[config.mk]
export PLATFORM = sky130hd
export DESIGN_NAME = hazard_unit_mc_flat
export DESIGN_NICKNAME = d
export VERILOG_FILES = /design/src/rtl/hazard_unit_mc_if.sv /design/src/rtl/hazard_unit_mc.sv /design/src/flat_wrapper.sv
export SDC_FILE = /design/constraint.sdc
export NUM_CORES = 1
export LEC_CHECK = 0
export ABC_AREA = 1
export CORE_ASPECT_RATIO = 0.5
export CORE_MARGIN = 4
export CORE_UTILIZATION = 28
export CTS_CLUSTER_SIZE = 30
export DETAILED_ROUTE_END_ITERATION = 10
export PLACE_DENSITY = 0.78
export SLEW_MARGIN = 40
export SYNTH_ARGS = -nofsm -noshare
export SYNTH_HDL_FRONTEND = slang
export SYNTH_SLANG_ARGS = --single-unit
[constraint.sdc]
create_clock -name clk -period 1.3 [get_ports clk]
set_clock_uncertainty 0.2 [all_clocks]
set_input_delay 0.325 -clock clk [delete_from_list [all_inputs] [get_ports clk]]
set_output_delay 0.325 -clock clk [all_outputs]
set_load 0.02 [all_outputs]
[src/rtl/hazard_unit_mc_if.sv]
// Hazard-unit bus: pipeline register addresses and controls in, stall/flush/forward controls out.
// master = core datapath/controller side, slave = hazard unit.
interface hazard_unit_mc_if #(
  parameter int REG_AW = 5,
  parameter int CNT_W  = 16
);
  logic [REG_AW-1:0] Rs1D, Rs2D, Rs1E, Rs2E, RdE, RdM, RdW;
  logic              RegWriteM, RegWriteW;
  logic [1:0]        ResultSrcE;
  logic              PCSrcE, MulStartE;
  logic              StallF, StallD, StallE;
  logic              FlushD, FlushE, FlushM;
  logic [1:0]        ForwardAE, ForwardBE;
  logic              MulBusy, MulDoneE;
  logic [CNT_W-1:0]  StallCnt, FlushCnt;

  modport master (
    output Rs1D, Rs2D, Rs1E, Rs2E, RdE, RdM, RdW, RegWriteM, RegWriteW,
           ResultSrcE, PCSrcE, MulStartE,
    input  StallF, StallD, StallE, FlushD, FlushE, FlushM, ForwardAE, ForwardBE,
           MulBusy, MulDoneE, StallCnt, FlushCnt
  );

  modport slave (
    input  Rs1D, Rs2D, Rs1E, Rs2E, RdE, RdM, RdW, RegWriteM, RegWriteW,
           ResultSrcE, PCSrcE, MulStartE,
    output StallF, StallD, StallE, FlushD, FlushE, FlushM, ForwardAE, ForwardBE,
           MulBusy, MulDoneE, StallCnt, FlushCnt
  );
endinterface

[src/rtl/hazard_unit_mc.sv]
// Five-stage pipeline hazard unit with multi-cycle execute FSM and 3-way forwarding.
// Optional stall/flush performance counters enabled by defining HAZARD_PERF_EN.
module hazard_unit_mc #(
  parameter int REG_AW  = 5,
  parameter int MUL_LAT = 4,
  parameter int CNT_W   = 16
) (
  input logic             clk,
  input logic             rst,
  hazard_unit_mc_if.slave hz
);
  localparam int CW = (MUL_LAT > 2) ? $clog2(MUL_LAT) : 1;
  localparam logic [CW-1:0] CNT_LOAD = CW'((MUL_LAT > 2) ? (MUL_LAT - 2) : 0);
  localparam logic [REG_AW-1:0] REG_ZERO = '0;

  typedef enum logic [1:0] {IDLE, BUSY, DONE} state_t;

  state_t        stateReg, stateNext;
  logic [CW-1:0] cntReg, cntNext;
  logic          lwStall, busy, stallF;

  always_comb begin
    hz.ForwardAE = 2'b00;
    if (hz.RegWriteM && hz.RdM != REG_ZERO && hz.RdM == hz.Rs1E)
      hz.ForwardAE = 2'b10;
    else if (hz.RegWriteW && hz.RdW != REG_ZERO && hz.RdW == hz.Rs1E)
      hz.ForwardAE = 2'b01;
  end

  always_comb begin
    hz.ForwardBE = 2'b00;
    if (hz.RegWriteM && hz.RdM != REG_ZERO && hz.RdM == hz.Rs2E)
      hz.ForwardBE = 2'b10;
    else if (hz.RegWriteW && hz.RdW != REG_ZERO && hz.RdW == hz.Rs2E)
      hz.ForwardBE = 2'b01;
  end

  assign lwStall = (hz.ResultSrcE == 2'b01) && (hz.RdE != REG_ZERO) &&
                   ((hz.RdE == hz.Rs1D) || (hz.RdE == hz.Rs2D));

  always_ff @(posedge clk) begin
    if (rst) begin
      stateReg <= IDLE;
      cntReg   <= '0;
    end else begin
      stateReg <= stateNext;
      cntReg   <= cntNext;
    end
  end

  // Leaving BUSY at cnt<=1 gives MUL_LAT-2 busy cycles, with a floor of one.
  always_comb begin
    stateNext = stateReg;
    cntNext   = cntReg;
    case (stateReg)
      IDLE: begin
        if (hz.MulStartE && !hz.PCSrcE && (MUL_LAT > 1)) begin
          stateNext = BUSY;
          cntNext   = CNT_LOAD;
        end
      end
      BUSY: begin
        cntNext = cntReg - CW'(1);
        if (cntReg <= CW'(1)) begin
          stateNext = DONE;
          cntNext   = '0;
        end
      end
      default: stateNext = IDLE;
    endcase
  end

  assign busy        = (stateReg == BUSY);
  assign stallF      = lwStall | busy;
  assign hz.StallF   = stallF;
  assign hz.StallD   = stallF;
  assign hz.StallE   = busy;
  assign hz.FlushD   = hz.PCSrcE;
  // The op held in E must never be bubbled, so busy masks the E flush.
  assign hz.FlushE   = (lwStall | hz.PCSrcE) & ~busy;
  assign hz.FlushM   = busy;
  assign hz.MulBusy  = busy;
  assign hz.MulDoneE = (stateReg == DONE);

`ifdef HAZARD_PERF_EN
  logic [CNT_W-1:0] stallCntReg, flushCntReg;
  logic             flushAny;

  assign flushAny = hz.PCSrcE | ((lwStall | hz.PCSrcE) & ~busy) | busy;

  always_ff @(posedge clk) begin
    if (rst) begin
      stallCntReg <= '0;
      flushCntReg <= '0;
    end else begin
      if (stallF && stallCntReg != {CNT_W{1'b1}})
        stallCntReg <= stallCntReg + CNT_W'(1);
      if (flushAny && flushCntReg != {CNT_W{1'b1}})
        flushCntReg <= flushCntReg + CNT_W'(1);
    end
  end

  assign hz.StallCnt = stallCntReg;
  assign hz.FlushCnt = flushCntReg;
`else
  assign hz.StallCnt = {CNT_W{1'b0}};
  assign hz.FlushCnt = {CNT_W{1'b0}};
`endif
endmodule

[src/flat_wrapper.sv]
// flat-port wrapper written by rule: the top's interface ports become plain ports
module hazard_unit_mc_flat 
#(
  parameter int REG_AW  = 5,
  parameter int MUL_LAT = 4,
  parameter int CNT_W   = 16
)
  (clk, rst, hz_Rs1D, hz_Rs2D, hz_Rs1E, hz_Rs2E, hz_RdE, hz_RdM, hz_RdW, hz_RegWriteM, hz_RegWriteW, hz_ResultSrcE, hz_PCSrcE, hz_MulStartE, hz_StallF, hz_StallD, hz_StallE, hz_FlushD, hz_FlushE, hz_FlushM, hz_ForwardAE, hz_ForwardBE, hz_MulBusy, hz_MulDoneE, hz_StallCnt, hz_FlushCnt);
  hazard_unit_mc_if #(.REG_AW(REG_AW), .CNT_W(CNT_W)) hz_i ();
  input logic clk;
  input logic rst;
  input wire logic [$bits(hz_i.Rs1D)-1:0] hz_Rs1D;
  input wire logic [$bits(hz_i.Rs2D)-1:0] hz_Rs2D;
  input wire logic [$bits(hz_i.Rs1E)-1:0] hz_Rs1E;
  input wire logic [$bits(hz_i.Rs2E)-1:0] hz_Rs2E;
  input wire logic [$bits(hz_i.RdE)-1:0] hz_RdE;
  input wire logic [$bits(hz_i.RdM)-1:0] hz_RdM;
  input wire logic [$bits(hz_i.RdW)-1:0] hz_RdW;
  input wire logic [$bits(hz_i.RegWriteM)-1:0] hz_RegWriteM;
  input wire logic [$bits(hz_i.RegWriteW)-1:0] hz_RegWriteW;
  input wire logic [$bits(hz_i.ResultSrcE)-1:0] hz_ResultSrcE;
  input wire logic [$bits(hz_i.PCSrcE)-1:0] hz_PCSrcE;
  input wire logic [$bits(hz_i.MulStartE)-1:0] hz_MulStartE;
  output wire logic [$bits(hz_i.StallF)-1:0] hz_StallF;
  output wire logic [$bits(hz_i.StallD)-1:0] hz_StallD;
  output wire logic [$bits(hz_i.StallE)-1:0] hz_StallE;
  output wire logic [$bits(hz_i.FlushD)-1:0] hz_FlushD;
  output wire logic [$bits(hz_i.FlushE)-1:0] hz_FlushE;
  output wire logic [$bits(hz_i.FlushM)-1:0] hz_FlushM;
  output wire logic [$bits(hz_i.ForwardAE)-1:0] hz_ForwardAE;
  output wire logic [$bits(hz_i.ForwardBE)-1:0] hz_ForwardBE;
  output wire logic [$bits(hz_i.MulBusy)-1:0] hz_MulBusy;
  output wire logic [$bits(hz_i.MulDoneE)-1:0] hz_MulDoneE;
  output wire logic [$bits(hz_i.StallCnt)-1:0] hz_StallCnt;
  output wire logic [$bits(hz_i.FlushCnt)-1:0] hz_FlushCnt;
  assign hz_i.Rs1D = hz_Rs1D;
  assign hz_i.Rs2D = hz_Rs2D;
  assign hz_i.Rs1E = hz_Rs1E;
  assign hz_i.Rs2E = hz_Rs2E;
  assign hz_i.RdE = hz_RdE;
  assign hz_i.RdM = hz_RdM;
  assign hz_i.RdW = hz_RdW;
  assign hz_i.RegWriteM = hz_RegWriteM;
  assign hz_i.RegWriteW = hz_RegWriteW;
  assign hz_i.ResultSrcE = hz_ResultSrcE;
  assign hz_i.PCSrcE = hz_PCSrcE;
  assign hz_i.MulStartE = hz_MulStartE;
  assign hz_StallF = hz_i.StallF;
  assign hz_StallD = hz_i.StallD;
  assign hz_StallE = hz_i.StallE;
  assign hz_FlushD = hz_i.FlushD;
  assign hz_FlushE = hz_i.FlushE;
  assign hz_FlushM = hz_i.FlushM;
  assign hz_ForwardAE = hz_i.ForwardAE;
  assign hz_ForwardBE = hz_i.ForwardBE;
  assign hz_MulBusy = hz_i.MulBusy;
  assign hz_MulDoneE = hz_i.MulDoneE;
  assign hz_StallCnt = hz_i.StallCnt;
  assign hz_FlushCnt = hz_i.FlushCnt;
  hazard_unit_mc #(.REG_AW(REG_AW), .MUL_LAT(MUL_LAT), .CNT_W(CNT_W)) u_core (.clk(clk), .rst(rst), .hz(hz_i));
endmodule
# --- Word-level counts from Yosys, hierarchy flattened ---
# Cells that the tools add are included.
totals:
  ff_bits: 4
  in_bits: 43
  wordCells: 47
op_classes:
  n_addsub: 1
  order_cmp: 1
  n_eq_ne: 11
  mux: 10
  n_bitwise: 4
  reduce_logical: 18
op_table:
  columns: ["operator", "count"]
  rows:
  - ["$eq 5x5->1", 6]
  - ["$reduce_bool 5->1", 3]
  - ["$mux 2", 6]
  - ["$logic_and 1x1->1", 9]
  - ["$pmux 2 s2", 2]
  - ["$eq 2x1->1 const B", 2]
  - ["$reduce_and 2->1", 2]
  - ["$eq 2x2->1 const B", 1]
  - ["$le 2x1->1 const B", 1]
  - ["$logic_not 2->1", 1]
  - ["$mux 1", 2]
  - ["$ne 2x1->1 const B", 1]
  - ["$ne 2x2->1 const B", 1]
  - ["$or 1x1->1", 2]
  - ["$reduce_bool 2->1", 1]
  - ["$sub 2x1->2 const B", 1]
  - ["$and 1x1->1", 1]
  - ["$logic_not 1->1", 1]
  - ["$logic_or 1x1->1", 1]
  - ["$not 1->1", 1]

# --- Logic depth before layout (Yosys ltp) ---
depth:
  depth_word: 5
  mapped_depth: 9
  mapped_depth_nobuf: 8

# --- Worst setup path after synthesis ---
# OpenSTA, ideal clock, no wires.
synth_path:
  path_type: "input to output"
  from: "in hz_RdM[0]"
  to: "out hz_ForwardAE[0]"
  arrival_ns: 1.091
  t_required_ns: 0.775
  slack_ns: -0.316
  path_stages: 4
  n_path_buf: 0
  cell_sequence: "xnor2_1 nand4_1 nor3_2 nor2_1"
synth_via:
  elab_chain_len: 4
  elab_cells_between_ends: 5
  classes_between: "1 x eq/ne; 1 x mux; 3 x reduce/logical"
synth_lines:
  columns: ["item", "line_no", "text"]
  rows:
  - ["start: declaration", "flat_wrapper.sv:17", "input wire logic [$bits(hz_i.RdM)-1:0] hz_RdM;"]
  - ["$reduce_bool 5->1", "hazard_unit_mc.sv:24", "if (hz.RegWriteM && hz.RdM != REG_ZERO && hz.RdM == hz.Rs1E)"]
  - ["$logic_and 1x1->1", "hazard_unit_mc.sv:24", null]
  - ["$logic_and 1x1->1 (*)", "hazard_unit_mc.sv:24", null]
  - ["$mux 2 (*)", "hazard_unit_mc.sv:24", null]
  - ["end: declaration", "flat_wrapper.sv:30", "output wire logic [$bits(hz_i.ForwardAE)-1:0] hz_ForwardAE;"]
# Mark *: on every way between the ends. The rest lies on a longest branch, timed or not.

# --- Worst setup path in the final report ---
layout_path:
  from: "in hz_Rs2E[0]"
  to: "out hz_ForwardBE[0]"
layout_via:
  elab_chain_len: 4
  elab_cells_between_ends: 6
  classes_between: "2 x eq/ne; 2 x mux; 2 x reduce/logical"
layout_lines:
  columns: ["item", "line_no", "text"]
  rows:
  - ["start: declaration", "flat_wrapper.sv:15", "input wire logic [$bits(hz_i.Rs2E)-1:0] hz_Rs2E;"]
  - ["$eq 5x5->1", "hazard_unit_mc.sv:34", "else if (hz.RegWriteW && hz.RdW != REG_ZERO && hz.RdW == hz.Rs2E)"]
  - ["$logic_and 1x1->1", "hazard_unit_mc.sv:34", null]
  - ["$mux 1", "hazard_unit_mc.sv:34", null]
  - ["$mux 2 (*)", "hazard_unit_mc.sv:32", "if (hz.RegWriteM && hz.RdM != REG_ZERO && hz.RdM == hz.Rs2E)"]
  - ["end: declaration", "flat_wrapper.sv:31", "output wire logic [$bits(hz_i.ForwardBE)-1:0] hz_ForwardBE;"]
# Marks and branches as above.

==> results.yml <==
run_status:
  status: "finished, violations left"
  violations: "setup timing"
synth:
  yosysTopAreaCell: "buf_4"
  synth_cell_types: 20
  synth_area_per_cell_sq_um: 6.23
  ys_top_cells_by_count: "36 x buf_4, 26 x nand2_1, 21 x nor2_1"
  syn-cell-area_sq_um: 922
  synthCells: 148
  ys_warn_count: 0
  ys_seq_area_share_pct: 8.68
  yosysMostFrequentCell: "buf_4"
  synthTopCellsByArea: "buf_4 29%, xnor2_1 15%, nand2_1 11%"
  synth-edff-count: 0
  ys_async_sr_fraction_pct: 0
  synth_top_area_share_pct: 29.3
  ys_ff_latch: 4
  ys.flop_type: "dfxtp_1"
routing:
  wl_per_cell_um: 11.4
  vias: 1014
  dr.pass1.iters: 4
  viasPerCell: 4.07
  drc: 0
  postRouteAntennaNets: 0
  drt_first_iter_violations: 17
  wl_um: 2850
clocking:
  clockBufferDepth: 2
  clock_latency_ns: 0.22
  numCtsBuffers: 3
  clock_sinks: 4
  htreeDepth: 1
  clk_pin_slew_ns: 0.03
  tritoncts: "done"
  cts_root_buf: "clkbuf_8"
sta:
  finalSetupViolations: 11
  hold_viol: 0
  fin_crit_ns: 1.78
  final-max-slew-violation-count: 0
  timing.final.ws_setup_ns: -0.478
  rsz0062_at_grt: "true"
  fmax_mhz: 562
  finalCritPeriodShare_pct: 137
  setup_tns_ns: -3.28
power:
  max-vdd-ir-drop_v: 0.000382
  pwr-share-seq_pct: 14.4
  p_leak_nw: 0.871
  powerDensity_nw_per_um2: 544
  comb_power_share_pct: 57.6
  p_int_mw: 0.583
  p_sw_mw: 0.353
  p_clk_share_pct: 28.0
  p_sw_share_pct: 37.7
floorplan:
  coreArea_sq_um: 3080
  initial_utilization_pct: 29.9
  die_height_um: 48.6
  dieArea_sq_um: 4330
  rows: 14
  ioPinCount: 87
  dieWidth_um: 89.2
layout:
  diodes: 0
  nFillCells: 274
  final_area_sq_um: 1720
  final_cell_count_no_fill: 249
  area_growth_pct: 86.6
  fin_nets: 254
  drive_above_1_share_pct: 50.7
worst_setup_path:
  timing.rr.start: "u_core.stateReg[0]"
  r2r-end: "u_core.cntReg[0]"
  cp.arrival_ns: 1.25
  path_max_fanout: 2
  r2r_setup_slack_ns: 0.04
  end_kind: "output pin"
  rr_worst_depth: 5
  critical_path_class: "in -> out"
  worstSetupStartpointType: "input port"
  crit_required_ns: 0.77
global_route:
  grt_usage_pct: 12.5
  antenna_found_initial: 0
  grt_overflow_total: 0
  grt_pass1_vias: 930
  grt_max_degree: 6
  grt_pass1_wl_um: 4220
worst_hold_path:
  whs_path_depth: 1
  hp-class: "reg -> reg"
  hold_end: "u_core.stateReg[1]"
  hold_path.startpoint: "u_core.cntReg[1]"
placement:
  place_area_sq_um: 1500
  preCtsSetupSlack_ns: -1.39
  dp_cells: 243
  place_congestion: 0.866
  io_buffers: 54
  hpwl_um: 2300
run:
  maxCapViolations: 0
[routing by layer]
layer	track usage, %	share of wire, %
met5	0	0
met3	2.88	7.4
met4	3.71	1.3
met2	22.4	56
met1	14.6	36
[critical path, stage by stage]
cell and delay [ns]:
buf_8 0.10, buf_6 0.11, xnor2_2 0.15, nand2_1 0.08, nor2_1 0.10, nand4_1 0.14
nor2_4 0.13, buf_6 0.12
[sequential cells by signal, summed over array words and instances, names as in the netlist]
signal and count:
u_core.cntReg 2, u_core.stateReg 2
[cell type report]
cell class,instances,area [sq um],share of cell area [%]
Sequential cell,4,82.6,4.80
Multi-Input combinational cell,123,841,48.9
Timing Repair Buffer,63,636,36.9
Tap cell,40,50.0,2.91
Inverter,16,70.1,4.07
Clock buffer,3,41.3,2.40
[cells in the final DEF (no fill, tap or decap), types with 4 or more instances in the layout]
cell type / netlist / final
nand2_1: 26 / 15
buf_6: 0 / 31
inv_2: 2 / 5
xor2_1: 6 / 4
nor2_1: 21 / 11
buf_4: 36 / 6
nor2_4: 0 / 4
nand4_1: 4 / 4
xnor2_2: 0 / 9
inv_1: 14 / 8
conb_1: 1 / 32
nor2_2: 0 / 6
nand2_2: 2 / 11
dlygate4sd2_1: 0 / 5
xnor2_1: 16 / 7
buf_2: 0 / 6
buf_8: 0 / 5
[power by group through the flow]
stage | clock network (mW) | registers [mW] | logic [mW]
floorplan | 0 | 0.133 | 0.336
global placement | 0 | 0.134 | 0.474
detailed placement | 0 | 0.134 | 0.481
CTS | 0.275 | 0.133 | 0.494
global route | 0.279 | 0.135 | 0.580
finish | 0.262 | 0.135 | 0.539
[how the worst max path moves through the flow]
| stage | startpoint | end | slack [ns] | cells past startpoint |
|---|---|---|---|---|
| 2_1_floorplan | hz_RdM[0] | hz_ForwardAE[0] | -0.21 | 4 |
| 3_3_place_gp | hz_Rs1E[0] | hz_ForwardAE[0] | -1.35 | 6 |
| 3_5_place_dp | hz_RdE[0] | hz_FlushE | -1.39 | 10 |
| 4_1_cts | hz_Rs2D[0] | hz_FlushE | -0.47 | 9 |
| 5_1_grt | hz_Rs2E[0] | hz_ForwardBE[0] | -0.56 | 8 |
| 6_report | hz_Rs2E[0] | hz_ForwardBE[0] | -0.48 | 8 |
[timing repair]
| action | CTS | global route |
|---|---|---|
| gates resized for setup | 251 | 47 |
| setup buffers | 4 | 0 |
| endpoints found under the setup margin | 15 | 13 |
| pin swaps | 41 | 31 |
| hold buffers | 0 | 0 |
[stage by stage]
stage	power (mW)	util (%)	hold slack [ns]
6_report	0.936	55.8	0.266
5_1_grt	0.994	55.8	0.259
4_1_cts	0.902	52.0	0.235
3_5_place_dp	0.615	48.7	0.238
3_3_place_gp	0.607	48.7	0.227
2_1_floorplan	0.469	-	0.194
[cells by family after synthesis]
logic type | Yosys count | share of synthesized area [%]
other | 1 | 0.407
buffers and inverters | 52 | 35.8
AOI/OAI and AO/OA | 7 | 4.75
DFF | 4 | 8.68
and+or+nand+nor | 62 | 29.4
xor gates and xnor gates | 22 | 20.9
No activity file was read; power rests on OpenSTA's default activity.
